$ cat config.mk
export PLATFORM = sky130hd
export DESIGN_NAME = conv3x3_seq_ctrl
export DESIGN_NICKNAME = d
export VERILOG_FILES = /design/src/rtl/conv_pkg.sv /design/src/rtl/conv3x3_align_pipe.sv /design/src/rtl/conv3x3_seq_ctrl.sv
export SDC_FILE = /design/constraint.sdc
export NUM_CORES = 1
export LEC_CHECK = 0
export CORE_ASPECT_RATIO = 0.9
export CORE_MARGIN = 2
export CORE_UTILIZATION = 60
export CTS_CLUSTER_SIZE = 10
export DETAILED_ROUTE_END_ITERATION = 10
export PLACE_DENSITY = 0.82
export SLEW_MARGIN = 20
export SYNTH_ARGS = -nofsm -noshare
export SYNTH_HDL_FRONTEND = slang
export SYNTH_SLANG_ARGS = --single-unit
$ cat constraint.sdc
create_clock -name clk -period 4.4 [get_ports clk]
set_input_delay 0.44 -clock clk [delete_from_list [all_inputs] [get_ports clk]]
set_output_delay 0.44 -clock clk [all_outputs]
set_load 0.02 [all_outputs]
$ cat src/rtl/conv_pkg.sv
// conv_pkg: frame geometry defaults, derived constants and sequencer state encoding
package conv_pkg;
    localparam int IMG_W   = 28;
    localparam int IMG_H   = 28;
    localparam int K       = 3;
    localparam int RD_LAT  = 1;
    localparam int ENG_LAT = 2;
    localparam int ADDR_W  = 10;
    localparam int OUT_W   = IMG_W - K + 1;
    localparam int OUT_H   = IMG_H - K + 1;
    localparam int PIX_N   = IMG_W * IMG_H;
    typedef enum logic [2:0] {IDLE, CLEAR, FEED, DRAIN, FIN} state_t;
endpackage

$ cat src/rtl/conv3x3_align_pipe.sv
// conv3x3_align_pipe: delays {valid,row,col} by DEPTH cycles to line up with engine results
module conv3x3_align_pipe #(
    parameter int DEPTH = 3,
    parameter int W     = 10
) (
    input  logic         clk,
    input  logic         rst_n,
    input  logic         flush,
    input  logic         in_valid,
    input  logic [W-1:0] in_row,
    input  logic [W-1:0] in_col,
    output logic         out_valid,
    output logic [W-1:0] out_row,
    output logic [W-1:0] out_col
);
    logic [DEPTH-1:0] v;
    logic [W-1:0] r [DEPTH];
    logic [W-1:0] c [DEPTH];
    always_ff @(posedge clk or negedge rst_n) begin
        if (!rst_n) begin
            v <= '0;
            for (int i = 0; i < DEPTH; i++) begin
                r[i] <= '0;
                c[i] <= '0;
            end
        end else begin
            for (int i = DEPTH - 1; i > 0; i--) begin
                v[i] <= v[i-1] & ~flush;
                r[i] <= r[i-1];
                c[i] <= c[i-1];
            end
            v[0] <= in_valid & ~flush;
            r[0] <= in_row;
            c[0] <= in_col;
        end
    end
    assign out_valid = v[DEPTH-1];
    assign out_row   = r[DEPTH-1];
    assign out_col   = c[DEPTH-1];
endmodule

$ cat src/rtl/conv3x3_seq_ctrl.sv
// conv3x3_seq_ctrl: streams one frame into the 3x3 engine and flags complete-window results.
// Define CONV3X3_SEQ_ABORT_EN to add the abort input.
module conv3x3_seq_ctrl #(
    parameter int IMG_W   = conv_pkg::IMG_W,
    parameter int IMG_H   = conv_pkg::IMG_H,
    parameter int K       = conv_pkg::K,
    parameter int RD_LAT  = conv_pkg::RD_LAT,
    parameter int ENG_LAT = conv_pkg::ENG_LAT,
    parameter int ADDR_W  = conv_pkg::ADDR_W
) (
    input  logic              clk,
    input  logic              rst_n,
    input  logic              start,
`ifdef CONV3X3_SEQ_ABORT_EN
    input  logic              abort,
`endif
    output logic              busy,
    output logic              done,
    output logic              rd_en,
    output logic [ADDR_W-1:0] rd_addr,
    output logic              eng_rst_n,
    output logic              out_valid,
    output logic [ADDR_W-1:0] out_row,
    output logic [ADDR_W-1:0] out_col,
    output logic [ADDR_W-1:0] out_addr
);
    import conv_pkg::*;
    localparam int DEPTH = RD_LAT + ENG_LAT;
    localparam int PIX   = IMG_W * IMG_H;
    state_t state, state_n;
    logic [ADDR_W-1:0] rd_row, rd_col;
    logic [7:0] dcnt;
    logic abort_take, last_pix, win;
    logic pv;
    logic [ADDR_W-1:0] prow, pcol, addr_cnt, hold_row, hold_col, hold_addr;
`ifdef CONV3X3_SEQ_ABORT_EN
    assign abort_take = abort && (state == CLEAR || state == FEED || state == DRAIN);
`else
    assign abort_take = 1'b0;
`endif
    assign last_pix = rd_addr == ADDR_W'(PIX - 1);
    always_comb begin
        state_n   = state;
        busy      = state != IDLE;
        done      = state == FIN;
        rd_en     = state == FEED;
        eng_rst_n = state != CLEAR;
        case (state)
            IDLE:    state_n = start ? CLEAR : IDLE;
            CLEAR:   state_n = FEED;
            FEED:    state_n = last_pix ? DRAIN : FEED;
            DRAIN:   state_n = dcnt == 8'd0 ? FIN : DRAIN;
            default: state_n = IDLE;
        endcase
        if (abort_take)
            state_n = FIN;
    end
    always_ff @(posedge clk or negedge rst_n) begin
        if (!rst_n) begin
            state   <= IDLE;
            rd_addr <= '0;
            rd_row  <= '0;
            rd_col  <= '0;
            dcnt    <= '0;
        end else begin
            state <= state_n;
            if (state == CLEAR) begin
                rd_addr <= '0;
                rd_row  <= '0;
                rd_col  <= '0;
            end else if (state == FEED && !last_pix) begin
                rd_addr <= rd_addr + 1'b1;
                rd_col  <= rd_col == ADDR_W'(IMG_W - 1) ? '0 : rd_col + 1'b1;
                rd_row  <= rd_col == ADDR_W'(IMG_W - 1) ? rd_row + 1'b1 : rd_row;
            end
            dcnt <= state == FEED ? 8'(DEPTH - 1) : (state == DRAIN && dcnt != 8'd0) ? dcnt - 1'b1 : dcnt;
        end
    end
    // A pixel closes a window only once K-1 rows and K-1 columns precede it.
    assign win = state == FEED && rd_row >= ADDR_W'(K - 1) && rd_col >= ADDR_W'(K - 1);
    conv3x3_align_pipe #(.DEPTH(DEPTH), .W(ADDR_W)) u_pipe (
        .clk       (clk),
        .rst_n     (rst_n),
        .flush     (abort_take),
        .in_valid  (win),
        .in_row    (rd_row - ADDR_W'(K - 1)),
        .in_col    (rd_col - ADDR_W'(K - 1)),
        .out_valid (pv),
        .out_row   (prow),
        .out_col   (pcol)
    );
    always_ff @(posedge clk or negedge rst_n) begin
        if (!rst_n) begin
            addr_cnt  <= '0;
            hold_row  <= '0;
            hold_col  <= '0;
            hold_addr <= '0;
        end else if (state == CLEAR) begin
            addr_cnt <= '0;
        end else if (pv) begin
            addr_cnt  <= addr_cnt + 1'b1;
            hold_row  <= prow;
            hold_col  <= pcol;
            hold_addr <= addr_cnt;
        end
    end
    assign out_valid = pv;
    assign out_row   = pv ? prow : hold_row;
    assign out_col   = pv ? pcol : hold_col;
    assign out_addr  = pv ? addr_cnt : hold_addr;
endmodule

Word-level counts from Yosys, hierarchy flattened --
Cells that the tools add are included.
Word-level totals: bits in registers 144, bits of input ports 3, output and inout port bits 45, word-level logic and storage cells 65
Operators by class: add/sub/neg operators 7, $lt $le $gt $ge 2, equality and inequality tests 7, mux-type cells 19, reductions and logical operators 14
Operators with widths (number):
- 10-bit 2-to-1 mux | 13
- 10-bit by 1-bit adder with 10-bit output (second input constant) | 4
- 10-bit by 2-bit >= comparator with 1-bit output (second input constant) | 2
- 10-bit by 2-bit subtractor with 10-bit output (second input constant) | 2
- 8-bit 2-to-1 mux | 2
- 3-bit one-hot mux with 4 select lines | 1
- 10-bit equality test (second input constant) | 1
- 10-bit by 5-bit equality test with 1-bit output (second input constant) | 1
- 8-bit logical NOT | 1
- 2-bit nonzero test | 4
- 8-bit nonzero test | 1
- 8-bit by 1-bit subtractor with 8-bit output (second input constant) | 1
- 3-bit by 2-bit equality test with 1-bit output (second input constant) | 2
- 1-bit logical AND | 4
- 3-bit by 1-bit equality test with 1-bit output (second input constant) | 1
- 3-bit equality test (second input constant) | 1
- 3-bit logical NOT | 1
- 3-bit 2-to-1 mux | 1
- 3-bit by 1-bit inequality test with 1-bit output (second input constant) | 1
- 3-bit nonzero test | 1
- 1-bit 2-to-1 mux | 2
- 2-bit AND reduction | 1
- 1-bit logical NOT | 1

Depth between registers and ports, before layout --
word-level depth 5, depth in mapped cells 8, gate-level depth less buffers 6

By module --
Synthesis repeated with hierarchy kept, for this count alone.
Unflattened totals: cells, all modules 575, area, all modules 6212.2 sq um
By module, submodules not included:
- conv3x3_seq_ctrl | instances 1, cells each 489, area an instance 4466.8 sq um, sequential area each 2026.9 sq um
- conv3x3_align_pipe | instances 1, cells each 86, area an instance 1745.4 sq um, sequential area each 1576.5 sq um

Least setup slack after synthesis --
OpenSTA, ideal clock, no wires.
path kind reg-to-reg, start point reg rd_addr[0], end point reg rd_row[5], library setup time 0.110 ns, arrival 1.970 ns, data required time 4.290 ns, setup slack 2.320 ns, cell stages (with the launch flop) 7, path buffers 1, period minus slack after synthesis 2.080 ns, path through dfrtp_1 > ha_1 > nand3_1 > o31ai_1 > clkbuf_1 > o311ai_0 > o41ai_1
On the way: cells in the longest elaborated chain, start to end 5
Ends and longest elaborated chain:
- from (decl) | RTL line conv3x3_seq_ctrl.sv:20 | output logic [ADDR_W-1:0] rd_addr,
- from (signal assigned) | RTL line conv3x3_seq_ctrl.sv:72 | rd_addr <= rd_addr + 1'b1;
- 10-bit equality test | RTL line conv3x3_seq_ctrl.sv:41 | assign last_pix = rd_addr == ADDR_W'(PIX - 1);
- 1-bit logical NOT | RTL line conv3x3_seq_ctrl.sv:71 | end else if (state == FEED && !last_pix) begin
- 1-bit logical AND | RTL line conv3x3_seq_ctrl.sv:71
- 2-bit nonzero test (no line)
- 2-bit AND reduction (no line)
- to (signal assigned) | RTL line conv3x3_seq_ctrl.sv:74 | rd_row <= rd_col == ADDR_W'(IMG_W - 1) ? rd_row + 1'b1 : rd_row;
- to (decl) | RTL line conv3x3_seq_ctrl.sv:31 | logic [ADDR_W-1:0] rd_row, rd_col;
No other way between the ends. A chain may end at the register's enable or synchronous reset.

Final worst setup path --
start point reg u_pipe.v[2], end point out out_addr[3]
On the way: cells in the longest elaborated chain, start to end 1
Ends and longest elaborated chain:
- from (decl) | RTL line conv3x3_align_pipe.sv:16 | logic [DEPTH-1:0] v;
- from (signal, indexed assignment) | RTL line conv3x3_align_pipe.sv:28 | v[i] <= v[i-1] & ~flush;
- 10-bit 2-to-1 mux
- to (decl) | RTL line conv3x3_seq_ctrl.sv:25 | output logic [ADDR_W-1:0] out_addr
No other way between the ends.

==> run metrics <==
GR Overflow Total=0; clock buffer count from CTS=17; P_leak=between 3 and 4 nW; most used flip-flop cell after synthesis=dfrtp_1; H-Tree Level Count=4; CTS root buf=clkbuf_8; Worst-Margin Slew=870 ps; Power Internal=0.00350 W; crit-path leading delay family=buffers and inverters; crit path cell chain=buf_4, mux2_2, clkdlybuf4s50_1; clk_lat worst skew=520 ps; Rows=34; first-pass GRT wire length=20.4 mm; Startpoint Class=flip-flop; VDD IR max=approximately 0.42 mV; Crit. End Element=primary output; DR WL/cell=16.7 µm; outcome=finished, final reports clean; via count=approximately 4.2k; CTS Buffer Depth=2; slowest CP cell=dfrtp_1; Starting Density=0.621; GRT Util Overall=0.246; Initial DRC Count=311; Hold Vio Cnt, Final=0; placed cell areas=0.00660 mm²; DP HPWL=7.46 mm; Via density=5.78; width of the die=110 µm; IO buf count=47; EDFF count, synth=0; Die Height=between 90 and 100 µm; final hold slack=a little over 30 ps; die area=0.0109 mm²; Synth Instances=554; vias in the first global route=between 4k and 5k; Final setup viols=0; Max Cap Viol=0; Final Instance Area=0.00720 mm²; sw frac=0.357; Seq/Total Area, Yosys=0.596; final non-filler cell total=~740; CTS Sinks=144; WL final=~12 mm; RePlAce Congestion=0.828; # hold bufs at CTS=0; Cell Area, Synth=0.00605 mm²; Pre-antenna DRT Iters=4; critical path class=reg -> out; synthesis-to-layout area growth=19.1%; Cells after DPL=roughly 700; CP required=3960 ps; Crit path buffers/inverters=2; unrepaired setup endpoints after global routing=no; pwr dens=755 mW/mm²; Ys Warns=0; Final period util=0.697; Tightest Hold Check Type=in -> async; Clock Skew=roughly 12 ps; Boundary Pins=48; post-synthesis cell type count=50; clock share of power=0.259; P_sw=0.00194 W; Flop pwr share=0.397; CP max FO=23; initial antenna violation count=0; Final Net Count=611; Post-synth ARST share=1.00; CTS tree=done; Slew Limit Fails=0; syn_area_per_cell=10.9 µm²; postcts setup bufs=0; Max Freq=326 MHz; R2R depth=6; PostCTS Resize Cnt=0; pin count of the biggest net entering global routing=113; Logic pwr share=0.344; Diodes inserted=0; synthesized flop and latch total=144; syn nets=569; min Tclk post-route=3070 ps; Crit. path cell count=3; data arrival time of the critical path=2630 ps; DRC viols=0; clk slew on worst S/H paths=60 ps; Core Area=0.00974 mm²; setup TNS=0 ps; ANT nets after route=0; ratio of cells with drive above 1 in the final layout=0.125; Slew headroom=0.420; CP max stage delay=750 ps
[sequential cells by signal (all words and copies together) (netlist names)]
name and flops:
u_pipe.out_row 10, dcnt 8, rd_row 10, u_pipe.r 20
u_pipe.c 20, hold_row 10, hold_addr 10, state 3
u_pipe.out_col 10, u_pipe.v 3, hold_col 10, rd_col 10
addr_cnt 10, rd_addr 10
[worst paths after layout]
| kind | start | end | slack [ps] |
|---|---|---|---|
| setup / recovery | u_pipe.v[2] | out_addr[3] | 1330 |
| hold / removal | rst_n | hold_col[3] | 30 |
| setup reg to reg | state[1] | rd_row[0] | 1850 |
| hold reg to reg | u_pipe.c[29] | u_pipe.c[19] | 340 |
| max in group asynchronous | rst_n | u_pipe.c[16] | 3400 |
| min in group clk | u_pipe.c[29] | u_pipe.c[19] | 340 |
[power by group through the flow]
stage / registers (W) / logic [W] / clock network [W]
after floorplan: 0.00206 / 0.00126 / 0
after global placement: 0.00214 / 0.00179 / 0
after detailed placement: 0.00217 / 0.00185 / 0
after CTS: 0.00216 / 0.00188 / 0.00143
after global routing: 0.00222 / 0.00205 / 0.00148
final: 0.00216 / 0.00187 / 0.00141
[cells in the mapped netlist (2+ instances only)]
cell type,count,area [µm²]
dfrtp_1,144,3600
nor2_1,117,439
mux2_2,31,349
nand2_1,30,113
clkbuf_1,22,82.6
xor2_1,21,184
nand3_1,19,95.1
a21oi_1,14,70.1
nand4_1,14,87.6
nor3_1,14,70.1
inv_1,13,48.8
ha_1,12,150
o31ai_1,10,75.1
o21ai_0,9,45.0
or3_1,9,56.3
or4_1,8,60.1
xnor2_1,8,70.1
mux2i_1,7,70.1
and3_1,6,37.5
nor4_1,5,31.3
o211ai_1,5,37.5
buf_1,4,15.0
a211oi_1,2,15.0
a31oi_1,2,12.5
and2_1,2,12.5
buf_2,2,10.0
[layout by cell type (no fill, tap or decap), types with 2 or more instances in the layout]
master             n
xor2_1            21
nand3_1           19
o211ai_1           5
buf_4              5
and2_1             2
mux2_2            31
or3_1              9
a21oi_1           14
clkinv_2           2
mux2i_1            7
o31ai_1            9
clkinv_4           3
bufinv_16          2
clkbuf_8           4
nor2_1           117
a211oi_1           2
nor3_1            13
a31oi_1            2
nor4_1             5
or4_1              8
dfrtp_1          144
clkdlybuf4s50_1   46
inv_6              4
o21ai_0            9
ha_1              12
inv_1             13
nand2_1           30
and3_1             6
xnor2_1            8
nand4_1           14
clkbuf_16         16
[metal layers]
metal / track usage / wire (µm) / vias to the layer above / share of wire
li1: - / - / 1986 / -
met1: 0.312 / 5300 / 2121 / 0.43
met2: 0.406 / 6270 / 121 / 0.51
met3: 0.0616 / 492 / 18 / 0.040
met4: 0.0983 / 225 / 0 / 0.018
met5: 0 / 0 / - / 0
[kinds of logic (layout without fill, tap and decap cells)]
logic type,Yosys count,after routing,share of synthesized area
AND/OR/NAND/NOR,236,236,0.184
flip-flops,144,144,0.596
AO/OA/AOI/OAI,52,52,0.0559
buffers and inverters,43,98,0.0284
multiplexers,38,38,0.0693
XOR/XNOR,29,29,0.0420
adder cells (fa/ha/maj),12,12,0.0248
[stage by stage]
stage	utilization	setup slack [ps]	total power (W)
2_1_floorplan	-	2320	0.00332
3_3_place_gp	0.678	1950	0.00393
3_5_place_dp	0.678	1870	0.00402
4_1_cts	0.739	1290	0.00547
5_1_grt	0.739	1220	0.00575
6_report	0.739	1330	0.00543
[layout make-up]
| type | count | area [µm²] |
|---|---|---|
| repair buffers | 52 | 512 |
| flip-flops and latches | 144 | 3600 |
| fillers | 615 | 2540 |
| inverters | 14 | 52.6 |
| well taps | 126 | 158 |
| multi-input cells | 367 | 2280 |
| clock inverters | 13 | 150 |
| clock buffers | 19 | 442 |
Note: power is estimated with default switching activity, not from simulation.
